<file path="src/rtl/key_schedule_ctrl_pkg.sv">
// Shared AES-128 key-schedule definitions: round count, Rcon seed,
// FSM state type and the byte-level helpers used by the round function.
package key_schedule_ctrl_pkg;

  localparam int unsigned NR_DEFAULT = 10;
  localparam logic [7:0]  RCON_INIT  = 8'h01;
  localparam logic [7:0]  XTIME_POLY = 8'h1b;

  typedef enum logic {
    S_IDLE   = 1'b0,
    S_EXPAND = 1'b1
  } ks_state_t;

  // Entry 0 is the leftmost byte of the concatenation.
  localparam logic [0:255][7:0] SBOX = {
    128'h637c777bf26b6fc53001672bfed7ab76,
    128'hca82c97dfa5947f0add4a2af9ca472c0,
    128'hb7fd9326363ff7cc34a5e5f171d83115,
    128'h04c723c31896059a071280e2eb27b275,
    128'h09832c1a1b6e5aa0523bd6b329e32f84,
    128'h53d100ed20fcb15b6acbbe394a4c58cf,
    128'hd0efaafb434d338545f9027f503c9fa8,
    128'h51a3408f929d38f5bcb6da2110fff3d2,
    128'hcd0c13ec5f974417c4a77e3d645d1973,
    128'h60814fdc222a908846eeb814de5e0bdb,
    128'he0323a0a4906245cc2d3ac629195e479,
    128'he7c8376d8dd54ea96c56f4ea657aae08,
    128'hba78252e1ca6b4c6e8dd741f4bbd8b8a,
    128'h703eb5664803f60e613557b986c11d9e,
    128'he1f8981169d98e949b1e87e9ce5528df,
    128'h8ca1890dbfe6426841992d0fb054bb16
  };

  function automatic logic [7:0] sbox(input logic [7:0] x);
    return SBOX[x];
  endfunction

  function automatic logic [31:0] sub_word(input logic [31:0] w);
    return {sbox(w[31:24]), sbox(w[23:16]), sbox(w[15:8]), sbox(w[7:0])};
  endfunction

  function automatic logic [7:0] xtime(input logic [7:0] x);
    return {x[6:0], 1'b0} ^ (x[7] ? XTIME_POLY : 8'h00);
  endfunction

endpackage

</file>
<file path="src/rtl/key_schedule_ctrl_if.sv">
// Start/done handshake plus round-key read port between the key schedule
// and the cipher datapath.
interface key_schedule_ctrl_if #(
  parameter int unsigned AW = 4
);
  logic          start;
  logic [127:0]  key_in;
  logic          busy;
  logic          done;
  logic          keys_valid;
  logic [AW-1:0] rd_addr;
  logic [127:0]  rd_key;

  modport master (
    output start, key_in, rd_addr,
    input  busy, done, keys_valid, rd_key
  );

  modport slave (
    input  start, key_in, rd_addr,
    output busy, done, keys_valid, rd_key
  );
endinterface

</file>
<file path="src/rtl/key_schedule_ctrl_round_fn.sv">
// One AES-128 key-expansion step: previous round key + Rcon -> next round key.
// Word w0 occupies bits [127:96].
module key_round_fn
  import key_schedule_ctrl_pkg::*;
(
  input  logic [127:0] i_key,
  input  logic [7:0]   i_rcon,
  output logic [127:0] o_key
);
  logic [31:0] w_w0, w_w1, w_w2, w_w3;
  logic [31:0] w_temp;
  logic [31:0] w_n0, w_n1, w_n2, w_n3;

  assign {w_w0, w_w1, w_w2, w_w3} = i_key;

  // RotWord is a one-byte left rotate of w3 before the S-box.
  assign w_temp = sub_word({w_w3[23:0], w_w3[31:24]}) ^ {i_rcon, 24'h0};
  assign w_n0   = w_w0 ^ w_temp;
  assign w_n1   = w_w1 ^ w_n0;
  assign w_n2   = w_w2 ^ w_n1;
  assign w_n3   = w_w3 ^ w_n2;
  assign o_key  = {w_n0, w_n1, w_n2, w_n3};
endmodule

</file>
<file path="src/rtl/key_schedule_ctrl.sv">
// Iterative AES-128 key schedule: one shared round function produces one
// round key per clock into an (NR+1)-entry register file with a registered
// read port.
module key_schedule_ctrl
  import key_schedule_ctrl_pkg::*;
#(
  parameter int unsigned NR = NR_DEFAULT,
  parameter int unsigned AW = 4
)(
  input  logic                     CLK,
  input  logic                     RST,
  key_schedule_ctrl_if.slave       bus
);
  ks_state_t     r_state, w_state_nxt;
  logic [AW-1:0] r_round;
  logic [7:0]    r_rcon;
  logic [127:0]  r_work;
  logic [127:0]  r_rk [0:NR];
  logic          r_done;
  logic          r_valid;
  logic [127:0]  r_rd_key;

  logic [127:0]  w_nxt;
  logic [127:0]  w_rd_key;
  logic          w_accept;
  logic          w_last;

  assign w_accept = (r_state == S_IDLE) && bus.start;
  assign w_last   = (r_round == AW'(NR));

  key_round_fn u_round_fn (
    .i_key  (r_work),
    .i_rcon (r_rcon),
    .o_key  (w_nxt)
  );

  // FSM state register.
  always_ff @(posedge CLK) begin
    if (RST) r_state <= S_IDLE;
    else     r_state <= w_state_nxt;
  end

  // Next state: leave IDLE on an accepted start, return after the last round.
  always_comb begin
    w_state_nxt = r_state;
    case (r_state)
      S_IDLE:   if (bus.start) w_state_nxt = S_EXPAND;
      S_EXPAND: if (w_last)    w_state_nxt = S_IDLE;
      default:  w_state_nxt = S_IDLE;
    endcase
  end

  // Round counter, Rcon, working key and the done/valid status flags.
  always_ff @(posedge CLK) begin
    if (RST) begin
      r_round <= '0;
      r_rcon  <= RCON_INIT;
      r_work  <= '0;
      r_done  <= 1'b0;
      r_valid <= 1'b0;
    end else begin
      r_done <= 1'b0;
      if (w_accept) begin
        r_work  <= bus.key_in;
        r_round <= AW'(1);
        r_rcon  <= RCON_INIT;
        r_valid <= 1'b0;
      end else if (r_state == S_EXPAND) begin
        r_work  <= w_nxt;
        r_round <= r_round + 1'b1;
        r_rcon  <= xtime(r_rcon);
        if (w_last) begin
          r_done  <= 1'b1;
          r_valid <= 1'b1;
        end
      end
    end
  end

  // Register file write: cipher key into slot 0, then one round key per cycle.
  always_ff @(posedge CLK) begin
    if (!RST) begin
      if (w_accept) begin
        r_rk[0] <= bus.key_in;
      end else if (r_state == S_EXPAND) begin
        for (int unsigned i = 1; i <= NR; i++) begin
          if (r_round == AW'(i)) r_rk[i] <= w_nxt;
        end
      end
    end
  end

  // Read mux: out-of-range addresses return zero.
  always_comb begin
    w_rd_key = '0;
    for (int unsigned i = 0; i <= NR; i++) begin
      if (bus.rd_addr == AW'(i)) w_rd_key = r_rk[i];
    end
  end

  // Registered read port, one cycle of latency.
  always_ff @(posedge CLK) begin
    if (RST) r_rd_key <= '0;
    else     r_rd_key <= w_rd_key;
  end

  assign bus.busy       = (r_state == S_EXPAND);
  assign bus.done       = r_done;
  assign bus.keys_valid = r_valid;
  assign bus.rd_key     = r_rd_key;
endmodule

</file>
<file path="src/flat_wrapper.sv">
// flat-port wrapper written by rule: the top's interface ports become plain ports
module key_schedule_ctrl_flat import key_schedule_ctrl_pkg::*;
#(
  parameter int unsigned NR = NR_DEFAULT,
  parameter int unsigned AW = 4
)
  (CLK, RST, bus_start, bus_key_in, bus_rd_addr, bus_busy, bus_done, bus_keys_valid, bus_rd_key);
  key_schedule_ctrl_if #(.AW(AW)) bus_i ();
  input  logic CLK;
  input  logic RST;
  input wire logic [$bits(bus_i.start)-1:0] bus_start;
  input wire logic [$bits(bus_i.key_in)-1:0] bus_key_in;
  input wire logic [$bits(bus_i.rd_addr)-1:0] bus_rd_addr;
  output wire logic [$bits(bus_i.busy)-1:0] bus_busy;
  output wire logic [$bits(bus_i.done)-1:0] bus_done;
  output wire logic [$bits(bus_i.keys_valid)-1:0] bus_keys_valid;
  output wire logic [$bits(bus_i.rd_key)-1:0] bus_rd_key;
  assign bus_i.start = bus_start;
  assign bus_i.key_in = bus_key_in;
  assign bus_i.rd_addr = bus_rd_addr;
  assign bus_busy = bus_i.busy;
  assign bus_done = bus_i.done;
  assign bus_keys_valid = bus_i.keys_valid;
  assign bus_rd_key = bus_i.rd_key;
  key_schedule_ctrl #(.NR(NR), .AW(AW)) u_core (.CLK(CLK), .RST(RST), .bus(bus_i));
endmodule
</file>
<file path="config.mk">
export PLATFORM = sky130hd
export DESIGN_NAME = key_schedule_ctrl_flat
export DESIGN_NICKNAME = d
export VERILOG_FILES = /design/src/rtl/key_schedule_ctrl_pkg.sv /design/src/rtl/key_schedule_ctrl_if.sv /design/src/rtl/key_schedule_ctrl_round_fn.sv /design/src/rtl/key_schedule_ctrl.sv /design/src/flat_wrapper.sv
export SDC_FILE = /design/constraint.sdc
export NUM_CORES = 2
export LEC_CHECK = 0
export CELL_PAD_IN_SITES_DETAIL_PLACEMENT = 0
export CELL_PAD_IN_SITES_GLOBAL_PLACEMENT = 1
export CORE_MARGIN = 1
export CORE_UTILIZATION = 40
export DETAILED_ROUTE_END_ITERATION = 16
export GPL_TIMING_DRIVEN = 0
export PLACE_DENSITY = 0.68
export SKIP_CTS_REPAIR_TIMING = 1
export SLEW_MARGIN = 20
export SYNTH_ARGS = -nofsm -noshare
export SYNTH_HDL_FRONTEND = slang
export SYNTH_SLANG_ARGS = --single-unit
</file>
<file path="constraint.sdc">
create_clock -name CLK -period 12.32 [get_ports CLK]
set_clock_uncertainty 0.2 [all_clocks]
set_input_delay 2.464 -clock CLK [delete_from_list [all_inputs] [get_ports CLK]]
set_output_delay 2.464 -clock CLK [all_outputs]
set_load 0.05 [all_outputs]
</file>
== Yosys cells after proc, flatten, opt, wreduce, memory -nomap -nowiden ==
Memories as Yosys holds them, arrays and structs flattened.
Index checks and enable logic that the tools add are counted.
Word-level totals
  ROM bits: 8192
  RAM bits: 1408
  memories kept: 5
  output and inout port bits: 131
  logic and storage cells: 174
  flip-flop bits (word level): 271
Cells by class
  $lt $le $gt $ge: 4
  bitwise logic cells: 11
  muxes and demuxes: 110
  $add $sub $neg: 1
  reductions and logical operators: 15
  equality and inequality tests: 20
Memory list
  (name not given): depth 256, bits a word 8, read ports 1, clocked after memory_dff 0, wr ports 0, RTL line key_schedule_ctrl_pkg.sv:35  | return SBOX[x];
  (name not given): depth 256, bits a word 8, read ports 1, clocked after memory_dff 0, wr ports 0, RTL line key_schedule_ctrl_pkg.sv:35
  (name not given): depth 256, bits a word 8, read ports 1, clocked after memory_dff 0, wr ports 0, RTL line key_schedule_ctrl_pkg.sv:35
  (name not given): depth 256, bits a word 8, read ports 1, clocked after memory_dff 0, wr ports 0, RTL line key_schedule_ctrl_pkg.sv:35
  u_core.r_rk: depth 11, bits a word 128, read ports 11, clocked after memory_dff 0, wr ports 1, RTL line key_schedule_ctrl.sv:18  | logic [127:0] r_rk [0:NR];
Operators with widths (count)
  $mux W128: 23
  $reduce_or A128 Y1: 10
  $xor A32 B32 Y32: 5
  $mux W1: 67
  $mux W8: 8
  $mux W4: 10
  $ge A9 B9 Y1 const B: 4
  $not A8 Y9: 4
  $eq A4 B3 Y1 const B: 8
  $eq A4 B4 Y1 const B: 6
  $eq A4 B2 Y1 const B: 4
  $eq A4 B1 Y1 const B: 2
  $xor A8 B8 Y8: 1
  $mux W5: 1
  $add A4 B1 Y4 const B: 1
  $logic_not A4 Y1: 1
  $pmux W1 S2: 1
  $reduce_and A2 Y1: 1
  $reduce_bool A2 Y1: 1
  $reduce_or A2 Y1: 1
  $logic_and A1 B1 Y1: 1
  $not A1 Y1: 1

== Depth between registers and ports, before layout ==
  depth in word-level cells: 19
  gate-level depth with buffers: 14
  mapped depth without buffers: 11

== Modules after synthesis ==
From an unflattened synthesis, not the netlist that was laid out.
Second synthesis, totals
  cell total of the unflattened synthesis: 6378
  area, all modules: 80604.8 µm²
Modules (own cells, without submodules)
  key_schedule_ctrl: seq. area each 47705.8 µm², cells an instance 4068, area each 64563.2 µm², instances 1
  key_round_fn: seq. area each 0.0 µm², cells an instance 2310, area each 16041.6 µm², instances 1

== Least setup slack after synthesis ==
Ideal clock, no wire load.
  kind: input to register
  from: input bus_start
  to: memory u_core.r_rk[0][0], enable pin
  path buffers: 2
  stages on the path: 4
  setup slack: 3.008 ns
  setup time: 0.617 ns
  arrival time: 8.495 ns
  cells stage by stage: clkbuf_1 -> clkbuf_1 -> nand2_1 -> nor2_1
On the way
  word-level cells in the longest chain between the ends: 15
  elaborated cells between the ends (all ways): 64
RTL lines
  from (decl): RTL line flat_wrapper.sv:11  | input wire logic [$bits(bus_i.start)-1:0] bus_start;
  $logic_and A1 B1 Y1 *: RTL line key_schedule_ctrl.sv:28  | assign w_accept = (r_state == S_IDLE) && bus.start;
  $mux W1: RTL line key_schedule_ctrl.sv:83  | if (w_accept) begin
  $mux W1: RTL line key_schedule_ctrl.sv:82  | if (!RST) begin
  $mux W1 (not written as such): RTL line key_schedule_ctrl.sv:87  | if (r_round == AW'(i)) r_rk[i] <= w_nxt;
  $reduce_or A128 Y1 (no line)
  $mux W4 (no line) / $mux W1 (equally long branches) (10 in a row)
  to (decl): RTL line key_schedule_ctrl.sv:18
Every way passes the cells marked *; elsewhere a longest branch is shown, timed or not.

== Final worst setup path ==
  from: input bus_rd_addr[1]
  to: register u_core.r_rd_key[45], in the netlist u_core.bus.rd_key[45]
On the way
  word-level cells in the longest chain between the ends: 12
  elaborated cells between the ends (all ways): 22
RTL lines
  from (decl): RTL line flat_wrapper.sv:13  | input wire logic [$bits(bus_i.rd_addr)-1:0] bus_rd_addr;
  $logic_not A4 Y1: RTL line key_schedule_ctrl.sv:97  | if (bus.rd_addr == AW'(i)) w_rd_key = r_rk[i];
  $mux W128 (10 in a row): RTL line key_schedule_ctrl.sv:97
  $mux W128 *: RTL line key_schedule_ctrl.sv:97
  to (signal assigned): RTL line key_schedule_ctrl.sv:104  | else r_rd_key <= w_rd_key;
  to (decl): RTL line key_schedule_ctrl.sv:21  | logic [127:0] r_rd_key;
Marked as above.
A chain may end at the register's enable or synchronous reset.

==> impl_metrics.env <==
export IMPL_finalWeightedCongestion=1.00
export IMPL_syn_area_per_cell_um2=12.1
export IMPL_fp_dieW_um=444
export IMPL_cp_endpoint="u_core.bus.rd_key[45]"
export IMPL_fillers=17400
export IMPL_power_leakage_nw=30.2
export IMPL_max_vdd_ir_drop_v=0.000168
export IMPL_cts_max_level=4
export IMPL_min_path_type="flip-flop to flip-flop"
export IMPL_rows=161
export IMPL_setup_viol=0
export IMPL_synthFlopType="edfxtp_1"
export IMPL_antenna_found_initial=38
export IMPL_viasPerCell=6.65
export IMPL_synthCells=6446
export IMPL_yosysUniqueCellTypes=109
export IMPL_setup_worst_path_start="bus_rd_addr[1]"
export IMPL_synth_common_cells="edfxtp_1, a21oi_1, nor2_1"
export IMPL_crit_type="primary input to flip-flop"
export IMPL_nNetsFinal=7122
export IMPL_r2r_worst_path_cells=12
export IMPL_cts_buffers=148
export IMPL_drt_initial_drc_count=10100
export IMPL_status="finished, final reports clean"
export IMPL_port_buffer_count=263
export IMPL_hold_violations=0
export IMPL_synth_most_common_cell="edfxtp_1"
export IMPL_seqPwrFrac_pct=37.7
export IMPL_synth_area_leader_cell="edfxtp_1"
export IMPL_final_area_mm2=0.0906
export IMPL_gr_total_overflow=0
export IMPL_fp_dieH_um=444
export IMPL_cp_required_ns=12.73
export IMPL_grtUsageTotal_pct=37.8
export IMPL_worstReg2RegStart="u_core.r_work[25]"
export IMPL_vias=63800
export IMPL_seq_area_frac_synth_pct=61.1
export IMPL_cts_tree="built"
export IMPL_crit_path_start_kind="primary input"
export IMPL_drive_above_1_share_pct=9.48
export IMPL_ys_top_cells_by_area="edfxtp_1, dfxtp_1, a21oi_1, mux2i_1, a22oi_1"
export IMPL_die_area_mm2=0.197
export IMPL_netSwitchingFraction_pct=41.7
export IMPL_hold_depth=2
export IMPL_io_pins=266
export IMPL_path_max_fanout=10
export IMPL_maxCapViolations=0
export IMPL_fin_crit_sh_pct=67.6
export IMPL_wl_met3_mm=41.5
export IMPL_internal_power_mw=12.8
export IMPL_drc_errors=0
export IMPL_clock_sinks=1679
export IMPL_synthArstFlopShare_pct=0
export IMPL_syn_cell_area_mm2=0.0780
export IMPL_grt_setup_unrepaired="false"
export IMPL_grt_pass1_vias=59700
export IMPL_p_comb_share_pct=40.4
export IMPL_path_clk_slew_ns=0.06
export IMPL_slew_headroom_pct=12.6
export IMPL_first_pass_iters=8
export IMPL_core_area_mm2=0.193
export IMPL_placed_cell_area_mm2=0.0855
export IMPL_finalPower_mw=22.0
export IMPL_p_per_area_mw_per_mm2=242
export IMPL_synth_top_area_share_pct=54.2
export IMPL_ys_warn_count=0
export IMPL_synth_edff_count=1408
export IMPL_cp_end_kind="flip-flop"
export IMPL_grt_pass1_wl_mm=514
export IMPL_ant_nets=0
export IMPL_reg2reg_setup_slack_ns=4.33
export IMPL_clk_latency_ns=0.80
export IMPL_hpwl_mm=283
export IMPL_worst_slew_pin_slew_ns=1.31
export IMPL_clockBufferDepth=3
export IMPL_clock_power_share_pct=22.0
export IMPL_cts_root_buf="clkbuf_16"
export IMPL_period_needed_ns=8.32
export IMPL_fmax_mhz=120
export IMPL_met2_length_mm=166
export IMPL_wl_met1_mm=156
export IMPL_cp_arrival_ns=8.73
export IMPL_synth_seq_cells=1679
export IMPL_r2r_end="u_core.r_rk[10][32]"
export IMPL_setup_tns_ns=0
export IMPL_syn_num_nets=6645
export IMPL_routed_wl_mm=383
export IMPL_grt_max_degree=45
export IMPL_power_switching_mw=9.17
export IMPL_timing_hold_ws_ns=0.315
export IMPL_highest_layer="met5"
export IMPL_wl_per_cell_um=40.0
export IMPL_drv_slew=0
export IMPL_synthToLayoutAreaGrowth_pct=16.1
export IMPL_start_util_pct=40.4
power groups by stage:
stage	combinational [mW]	sequential [mW]	clock, mW
floorplan	3.99	8.38	0
global placement	8.10	8.41	0
detailed placement	8.35	8.38	0
CTS	8.37	8.26	4.84
global route	8.88	8.28	5.04
finish	8.87	8.27	4.83
cell usage in the layout, fill, tap and decap left out, types with 32 or more instances in the layout:
cell             count
nor2b_1            117
nand4_1             36
o211ai_1            47
mux2i_1            252
a21oi_1            610
o21ai_0            320
xnor2_1             53
clkbuf_16          155
nand2b_1           112
a311oi_1            39
o21a_1              61
nand2_1            346
buf_1               38
a31oi_1             54
o22ai_1             32
nor2_1             394
a222oi_1            80
buf_2              124
and2_1              33
edfxtp_1          1408
xnor2_2             40
clkdlybuf4s50_1    263
a221oi_1            37
inv_1               80
dfxtp_1            271
a211oi_1           148
o311ai_0            50
a22oi_1            252
xor2_1              43
nor3_1             123
clkbuf_1           370
nand3_1            111
a2111oi_0           39
and3_1              37
buf_4               40
ha_1                64
kinds of logic after synthesis:
kind of cell | synth area share (%)
buffers and inverters | 3.64
adders and majority gates | 1.05
and+or+nand+nor | 9.49
DFF | 61.1
muxes | 4.22
xor gates and xnor gates | 2.37
AOI/OAI and AO/OA | 18.1
how the worst min path moves through the flow:
| stage | startpoint | slack (ns) | to |
|---|---|---|---|
| floorplan | u_core.r_rk[10][107] | 0.26 | u_core.bus.rd_key[107] |
| global placement | u_core.r_rk[10][91] | 0.29 | u_core.bus.rd_key[91] |
| detailed placement | u_core.r_rk[10][91] | 0.29 | u_core.bus.rd_key[91] |
| CTS | u_core.r_rk[8][79] | 0.31 | u_core.bus.rd_key[79] |
| global route | u_core.r_rk[8][111] | 0.34 | u_core.bus.rd_key[111] |
| finish | u_core.r_rk[8][52] | 0.32 | u_core.bus.rd_key[52] |
critical path: stages:
cell             delay (ns)
clkdlybuf4s50_1        1.03
clkbuf_1               0.88
nand2_1                0.25
nor2_4                 0.70
clkbuf_1               0.76
clkbuf_1               0.87
clkbuf_1               0.79
a22oi_1                0.21
nand2_1                0.11
a21oi_1                0.05
a21oi_1                0.57
layer usage:
layer	track usage, %	vias up
met3	9.35	802
met4	17.8	2
li1	-	25900
met2	56.3	4434
met1	51.7	32600
met5	0	-
sequential cells by signal, indices dropped and copies added (netlist names):
register / flops
u_core.r_rk: 1408
u_core.bus.keys_valid: 1
u_core.r_work: 128
u_core.bus.rd_key: 128
u_core.r_round: 4
u_core.r_rcon: 8
u_core.bus.done: 1
u_core.bus.busy: 1
per-stage QoR:
| stage | util (%) | worst slack (ns) | cells |
|---|---|---|---|
| after floorplan | - | 3.01 | 6446 |
| after global placement | 43.4 | -3.07 | 9235 |
| after detailed placement | 44.2 | 3.54 | 9297 |
| after CTS | 46.8 | 4.36 | 9573 |
| after global routing | 46.9 | 4.30 | 9577 |
| final | 46.9 | 4.00 | 9598 |
final cells by class:
type,count,area [µm²],area share [%]
inverter,93,349,0.385
timing repair buffer,327,3950,4.36
clock inverter,72,806,0.889
multi-input combinational,4109,27900,30.8
tap,2526,3160,3.49
sequential,1679,47700,52.6
buffer,565,2520,2.78
antenna,23,57.6,0.0635
clock buffer,204,4190,4.63
Power figures use the tool's default switching activity.
